$ cat src/rtl/o_buf_drain.sv
// Output-buffer drain: reads a result tile column-RAM by column-RAM through the
// O-buffer read port and writes each word to BRAM in row-major byte order.
module o_buf_drain #(
    parameter int ARRAY_N    = 16,
    parameter int ARRAY_M    = 16,
    parameter int RAM_SIZE   = 1 << 10,
    parameter int ADDR_WIDTH = $clog2(RAM_SIZE),
    parameter int OUT_WIDTH  = 32,
    parameter int RD_LATENCY = 1
) (
    input  logic                        clk,
    input  logic                        reset,
    input  logic                        start,
    input  logic [$clog2(ARRAY_N):0]    num_rows,
    input  logic [$clog2(ARRAY_M):0]    num_cols,
    input  logic [ADDR_WIDTH-1:0]       o_base_addr,
    input  logic [31:0]                 bram_base_addr,
    input  logic [31:0]                 bram_row_stride,
    output logic [$clog2(ARRAY_M)-1:0]  o_ram_idx,
    output logic [ADDR_WIDTH-1:0]       o_read_addr,
    input  logic [OUT_WIDTH-1:0]        o_rd_data,
    output logic [31:0]                 bram_addr,
    output logic [31:0]                 bram_wdata,
    output logic [3:0]                  bram_we,
    input  logic                        bram_ready,
    output logic                        busy,
    output logic                        done
);

    localparam int RW = $clog2(ARRAY_N) + 1;
    localparam int CW = $clog2(ARRAY_M) + 1;
    localparam int IW = $clog2(ARRAY_M);
    localparam int LW = (RD_LATENCY > 1) ? $clog2(RD_LATENCY) : 1;

    typedef enum logic [2:0] {
        S_IDLE,
        S_ISSUE,
        S_WAIT,
        S_WRITE,
        S_DONE
    } state_t;

    state_t                state_q, state_d;
    logic [RW-1:0]         rows_q, rows_d;
    logic [CW-1:0]         cols_q, cols_d;
    logic [31:0]           stride_q, stride_d;
    logic [RW-1:0]         row_q, row_d;
    logic [CW-1:0]         col_q, col_d;
    logic [ADDR_WIDTH-1:0] rd_addr_q, rd_addr_d;
    logic [31:0]           row_ptr_q, row_ptr_d;
    logic [31:0]           addr_q, addr_d;
    logic [31:0]           wdata_q, wdata_d;
    logic [LW-1:0]         lat_q, lat_d;
    logic                  last_col, last_row;

    assign last_col = (col_q == cols_q - CW'(1));
    assign last_row = (row_q == rows_q - RW'(1));

    always_comb begin
        state_d   = state_q;
        rows_d    = rows_q;
        cols_d    = cols_q;
        stride_d  = stride_q;
        row_d     = row_q;
        col_d     = col_q;
        rd_addr_d = rd_addr_q;
        row_ptr_d = row_ptr_q;
        addr_d    = addr_q;
        wdata_d   = wdata_q;
        lat_d     = lat_q;
        busy      = 1'b0;
        done      = 1'b0;
        bram_we   = '0;
        case (state_q)
            S_IDLE: begin
                if (start) begin
                    rows_d    = num_rows;
                    cols_d    = num_cols;
                    stride_d  = bram_row_stride;
                    row_d     = '0;
                    col_d     = '0;
                    rd_addr_d = o_base_addr;
                    row_ptr_d = bram_base_addr;
                    addr_d    = bram_base_addr;
                    state_d   = (num_rows == '0 || num_cols == '0) ? S_DONE : S_ISSUE;
                end
            end
            S_ISSUE: begin
                busy    = 1'b1;
                lat_d   = '0;
                state_d = S_WAIT;
            end
            S_WAIT: begin
                busy = 1'b1;
                if (lat_q == LW'(RD_LATENCY - 1)) begin
                    wdata_d = 32'(o_rd_data);
                    state_d = S_WRITE;
                end else begin
                    lat_d = lat_q + LW'(1);
                end
            end
            S_WRITE: begin
                busy    = 1'b1;
                bram_we = '1;
                if (bram_ready) begin
                    if (last_col && last_row) begin
                        state_d = S_DONE;
                    end else if (last_col) begin
                        // Row step: byte pointer advances by stride, no multiply.
                        col_d     = '0;
                        row_d     = row_q + RW'(1);
                        rd_addr_d = rd_addr_q + ADDR_WIDTH'(1);
                        row_ptr_d = row_ptr_q + stride_q;
                        addr_d    = row_ptr_q + stride_q;
                        state_d   = S_ISSUE;
                    end else begin
                        col_d   = col_q + CW'(1);
                        addr_d  = addr_q + 32'd4;
                        state_d = S_ISSUE;
                    end
                end
            end
            S_DONE: begin
                done    = 1'b1;
                state_d = S_IDLE;
            end
            default: state_d = S_IDLE;
        endcase
    end

    always_ff @(posedge clk) begin
        if (reset) begin
            state_q   <= S_IDLE;
            rows_q    <= '0;
            cols_q    <= '0;
            stride_q  <= '0;
            row_q     <= '0;
            col_q     <= '0;
            rd_addr_q <= '0;
            row_ptr_q <= '0;
            addr_q    <= '0;
            wdata_q   <= '0;
            lat_q     <= '0;
        end else begin
            state_q   <= state_d;
            rows_q    <= rows_d;
            cols_q    <= cols_d;
            stride_q  <= stride_d;
            row_q     <= row_d;
            col_q     <= col_d;
            rd_addr_q <= rd_addr_d;
            row_ptr_q <= row_ptr_d;
            addr_q    <= addr_d;
            wdata_q   <= wdata_d;
            lat_q     <= lat_d;
        end
    end

    assign o_ram_idx   = col_q[IW-1:0];
    assign o_read_addr = rd_addr_q;
    assign bram_addr   = addr_q;
    assign bram_wdata  = wdata_q;

endmodule

$ cat config.mk
export PLATFORM = sky130hd
export DESIGN_NAME = o_buf_drain
export DESIGN_NICKNAME = d
export VERILOG_FILES = /design/src/rtl/o_buf_drain.sv
export SDC_FILE = /design/constraint.sdc
export NUM_CORES = 1
export LEC_CHECK = 0
export ABC_AREA = 1
export BUFFER_PORTS_ARGS = -buffer_cell sky130_fd_sc_hd__buf_2
export CORE_MARGIN = 10
export CORE_UTILIZATION = 35
export DETAILED_ROUTE_END_ITERATION = 12
export SYNTH_ARGS = -nofsm -noshare
export SYNTH_HDL_FRONTEND = slang
export SYNTH_SLANG_ARGS = --single-unit
$ cat constraint.sdc
create_clock -name clk -period 4.1 [get_ports clk]
set_input_delay 0.615 -clock clk [delete_from_list [all_inputs] [get_ports clk]]
set_output_delay 0.615 -clock clk [all_outputs]
set_load 0.1 [all_outputs]
---- Word level (Yosys, flattened, before mapping) ----
Index checks and enable logic that the tools add are counted.
operators by class
  add/sub/neg operators ................... 8
  muxes and demuxes ....................... 34
  equal/unequal tests ..................... 11
  reduce and logical (&&, ||, !) cells .... 13
  bitwise logic cells ..................... 1
operator list
  kind                                                                count
  32-bit two-way mux                                                  7
  32-bit one-hot mux with 2 select lines                              2
  10-bit two-way mux                                                  4
  5-bit two-way mux                                                   7
  32-bit by 3-bit adder with 32-bit output, second input constant     1
  32-bit adder                                                        1
  10-bit one-hot mux with 2 select lines                              1
  5-bit one-hot mux with 2 select lines                               2
  3-bit two-way mux                                                   5
  3-bit one-hot mux with 4 select lines                               1
  10-bit by 1-bit adder with 10-bit output, second input constant     1
  5-bit by 1-bit adder with 5-bit output, second input constant       2
  5-bit == test                                                       2
  5-bit logical NOT                                                   2
  2-bit inequality test, second input constant                        5
  5-bit by 1-bit subtractor with 5-bit output, second input constant  2
  3-bit by 2-bit == test with 1-bit output, second input constant     2
  5-bit AND reduction                                                 1
  4-bit two-way mux                                                   1
  2-bit AND reduction                                                 2
  4-bit AND reduction                                                 1
  2-bit nonzero test                                                  2
  3-bit by 1-bit == test with 1-bit output, second input constant     1
  3-bit == test, second input constant                                1
  9 further kinds                                                     11
word-level totals
  register bits ........................... 162
  bits of input ports ..................... 120
  logic and storage cells ................. 78

---- Longest topological paths before layout ----
  word-level depth ........................ 6
  mapped depth ............................ 18
  mapped depth without buffers ............ 16

---- Least setup slack after synthesis ----
Ideal clock, no wire load.
  path type ............................... register to output
  start ................................... register state_q[0]
  end ..................................... output port bram_we[1]
  stages on the path, launching flop included .. 6
  slack ................................... 1.218 ns
  data arrival time ....................... 2.267 ns
  data required time ...................... 3.485 ns
  cell sequence ........................... dfxtp_1 nand2_1 nor2_1 buf_4 clkbuf_1 buf_4
on the way
  cells in the longest elaborated chain, start to end .. 2
ends and longest elaborated chain
  element                                   RTL line  RTL
  from (decl)                               43        state_t state_q, state_d;
  from (signal assigned)                    145       state_q <= state_d;
  3-bit by 2-bit == test with 1-bit output  74        case (state_q)
  4-bit two-way mux                         74
  to (decl)                                 24        output logic [3:0] bram_we,
No other way between the ends.

---- Final worst setup path ----
  start ................................... register cols_q[0]
  end ..................................... register row_ptr_q[1]
on the way
  cells in the longest elaborated chain, start to end .. 5
  elaborated cells on any way between the ends .. 6
  those cells by class .................... 1 x add/sub; 3 x eq/ne; 2 x reduce/logical
ends and longest elaborated chain
  element                                          RTL line  RTL
  from (decl)                                      45        logic [CW-1:0] cols_q, cols_d;
  from (signal assigned)                           147       cols_q <= cols_d;
  5-bit by 1-bit subtractor with 5-bit output (*)  56        assign last_col = (col_q == cols_q - CW'(1));
  5-bit == test (*)                                56
  1-bit logical AND                                106       if (last_col && last_row) begin
  2-bit inequality test (no line)                  --
  5-bit AND reduction (no line) (*)                --
  to (signal assigned)                             152       row_ptr_q <= row_ptr_d;
  to (decl)                                        50        logic [31:0] row_ptr_q, row_ptr_d;
Mark *: on every way between the ends. The rest lies on a longest branch, timed or not.
A chain may end at the register's enable or synchronous reset.

==> flow_metrics.py <==
metrics = {
    "outcome": {
        "status": "finished, final reports clean",
    },
    "yosys": {
        "synthDominantCellAreaShare_pct": 31.4,
        "synthesis.instances": 1643,
        "post_synth_instance_area_um2": 10300,
        "synth_top_cell_by_area": "sky130_fd_sc_hd__dfxtp_1",
        "netlist_top_cells_count": "sky130_fd_sc_hd__nand2_1 (425), sky130_fd_sc_hd__inv_1 (188), sky130_fd_sc_hd__nor2_1 (175), sky130_fd_sc_hd__a21oi_1 (168), sky130_fd_sc_hd__dfxtp_1 (161)",
        "yosysWarningCount": 0,
        "synthMostInstantiatedCell": "sky130_fd_sc_hd__nand2_1",
        "post_synth_main_area_contributors": "sky130_fd_sc_hd__dfxtp_1 (31%), sky130_fd_sc_hd__nand2_1 (16%), sky130_fd_sc_hd__a21oi_1 (8.2%)",
        "average_instance_area_after_synthesis_um2": 6.24,
        "seq_area_frac_synth_pct": 31.4,
        "synth_seq_cells": 161,
        "number_of_unique_standard_cell_types_used_by_synthesis": 49,
        "synth-edff-count": 0,
        "yosys_most_used_dff": "sky130_fd_sc_hd__dfxtp_1",
        "syn-num-nets": 1801,
        "asyncSetResetFlopFracSynth_pct": 0,
    },
    "cts": {
        "ctsResizeCount": 0,
        "cts_tree": "done",
        "clock-root-buffer": "sky130_fd_sc_hd__clkbuf_16",
        "cts-hold-fix-buffers": 0,
        "cts-buffers-inserted": 17,
        "clock_latency_ns": 0.44,
        "cts_buffer_depth": 2,
        "htree_levels": 4,
        "cts_num_sinks": 161,
        "postCtsSetupBuffers": 0,
        "clk_transition_reported_paths_ns": 0.07,
    },
    "floorplanning": {
        "dieWidth_um": 191,
        "floorplan.die_area_um2": 36600,
        "design.portCount": 204,
        "floorplan.initialDensity_pct": 35.6,
        "rows": 62,
        "core_box_area_um2": 28800,
        "height_of_the_chip_um": 191,
    },
    "global_routing": {
        "grt_first_pass_wirelength_um": 56700,
        "global_route.usage.total_pct": 19.4,
        "grt_start_max_net_pins": 68,
        "globalRoute.totalOverflow": 0,
        "number_of_antenna_violations_at_the_first_check_in_global_routing": 1,
        "grt_pass1_vias": 10400,
    },
    "critical_path": {
        "slowest_stage": "sky130_fd_sc_hd__nand2_4",
        "maximum_fanout_count_along_the_critical_path": 38,
        "cp_data_arrival_time_ns": 3.35,
        "setup.worst_path.end_class": "flip-flop",
        "criticalPathCategory": "reg -> reg",
        "worst_ep_required_time_ns": 4.45,
        "crit_path_start_kind": "flip-flop",
        "crit_path_cell_trace": "inv_2 > ha_1 > xnor2_1 > nor2_1 > nand3_2 > nor2_8 > nand3_2 > nand2_2 > buf_4 > inv_4 > nand2_4 > nand2_4 > o21ai_0",
        "timing.critical_path.slowest_cell_delay_ns": 0.38,
    },
    "route": {
        "route.detailed.vias_per_inst": 5.05,
        "drc_errors": 0,
        "post_drt_wl_per_cell_um": 16.6,
        "detail_route.first_pass.iterations": 5,
        "drt-total-wl_um": 36600,
        "via_count": 11100,
        "antenna_violating_nets_post_route": 0,
        "drt_first_iter_violations": 1027,
    },
    "sta": {
        "rsz0062_at_grt": "false",
        "final.period_utilization_pct": 73.0,
        "slew_viol_final": 0,
        "finalClockSkew_ns": 0.0150,
        "fmax_mhz": 334,
        "setup-violations-final": 0,
        "final_period_minus_worst_setup_slack_ns": 2.99,
        "sum_of_negative_setup_slack_ns": 0,
        "holdWs_ns": 0.441,
        "max_slew_margin_pct": 29.7,
        "number_of_hold_violations_in_the_final_report": 0,
        "worst-slew-pin-transition_ns": 1.05,
    },
    "power_and_ir_drop": {
        "pd_cells_nw_per_um2": 744,
        "leakage_power_figure_nw": 5.77,
        "vdd.ir_drop.worst_uv": 307,
    },
    "final_layout": {
        "drive_gt1_share_pct": 15.2,
        "syn2layout_area_growth_pct": 18.0,
        "nets": 1964,
    },
    "placement": {
        "globalplace.congestion": 0.926,
        "place_hpwl_um": 28700,
        "buffer_ports.inserted": 203,
    },
    "hold_path": {
        "holdCritPathClass": "reg -> reg",
    },
    "flow_run": {
        "maxCapViolations": 0,
    },
}
## logic make-up (layout without fill, tap and decap cells)
family,Yosys count,in the layout,synth area share [%]
AO/OA/AOI/OAI,332,332,17.0
flip-flops,161,161,31.4
other,0,1,0
AND/OR/NAND/NOR,813,813,33.7
buffers and inverters,267,443,10.4
multiplexers,1,1,0.0976
XOR/XNOR,31,31,2.65
adder cells (fa/ha/maj),38,38,4.71
## cell type report
| cell class | instances | area, µm² |
|---|---|---|
| Antenna cell | 1 | 2.50 |
| Clock buffer | 17 | 425 |
| Clock inverter | 15 | 146 |
| Fill cell | 3090 | 16700 |
| Inverter | 194 | 731 |
| Multi-Input combinational cell | 1215 | 5980 |
| Sequential cell | 161 | 3220 |
| Tap cell | 384 | 480 |
| Timing Repair Buffer | 217 | 1120 |
## state kept, by name, indices dropped and copies added, names as in the netlist
register,count
rows_q,5
row_q,5
bram_wdata,32
state_q,3
cols_q,5
stride_q,32
col_q,5
o_read_addr,10
row_ptr_q,32
bram_addr,32
## placed cells by master, fill, tap and decap left out, types with 14 or more instances in the layout
master	count
sky130_fd_sc_hd__a21oi_1	168
sky130_fd_sc_hd__buf_2	203
sky130_fd_sc_hd__buf_4	14
sky130_fd_sc_hd__clkbuf_16	17
sky130_fd_sc_hd__dfxtp_1	161
sky130_fd_sc_hd__ha_1	37
sky130_fd_sc_hd__inv_1	187
sky130_fd_sc_hd__nand2_1	425
sky130_fd_sc_hd__nand3_1	139
sky130_fd_sc_hd__nand4_1	14
sky130_fd_sc_hd__nor2_1	173
sky130_fd_sc_hd__nor3_1	24
sky130_fd_sc_hd__o21ai_0	129
sky130_fd_sc_hd__xor2_1	20
## path summary, 6_finish.rpt
kind                                      from        endpoint  slack, ns  cells past startpoint
worst max-delay path                 cols_q[0]    row_ptr_q[1]       1.11                     13
worst min-delay path            bram_wdata[29]  bram_wdata[29]       0.44                      2
worst max register to register       cols_q[0]    row_ptr_q[1]       1.11                     13
worst min register to register  bram_wdata[29]  bram_wdata[29]       0.44                      2
## metrics by stage
| step | area [µm²] | std cells | util [%] | total power, mW | worst slack, ns |
|---|---|---|---|---|---|
| floorplan | 10300 | 1643 | - | 6.35 | 1.22 |
| global placement | 11500 | 2171 | 40.1 | 7.35 | 1.20 |
| detailed placement | 11500 | 2171 | 40.1 | 7.40 | 1.14 |
| CTS | 12100 | 2203 | 42.1 | 9.02 | 1.10 |
| global route | 12100 | 2204 | 42.1 | 9.57 | 0.890 |
| finish | 12100 | 2204 | 42.1 | 9.01 | 1.11 |
## where the power goes
group	internal (mW)	leakage (nW)	switching, mW	total (mW)
combinational	1.07	4.17	3.85	4.93
clock	0.853	0.275	0.747	1.60
sequential	2.03	1.33	0.458	2.49
total	3.95	5.77	5.06	9.01
## worst max-delay path, delay by kind of cell (launching register included)
family | cells | cell delay (ns)
buffers and inverters | 3 | 0.42
adders and majority gates | 1 | 0.30
DFF | 1 | 0.34
AOI/OAI and AO/OA | 1 | 0.22
and+or+nand+nor | 7 | 1.49
xor gates and xnor gates | 1 | 0.12
## layer usage
metal	track usage [%]	wire length, µm	share of wire (%)	vias up
met3	3.77	2650	7.2	47
met2	29.1	16100	44	378
met4	5.92	714	1.9	0
met5	0	0	0	-
met1	27.4	17200	47	5034
li1	-	-	-	5670
Power figures use the tool's default switching activity.
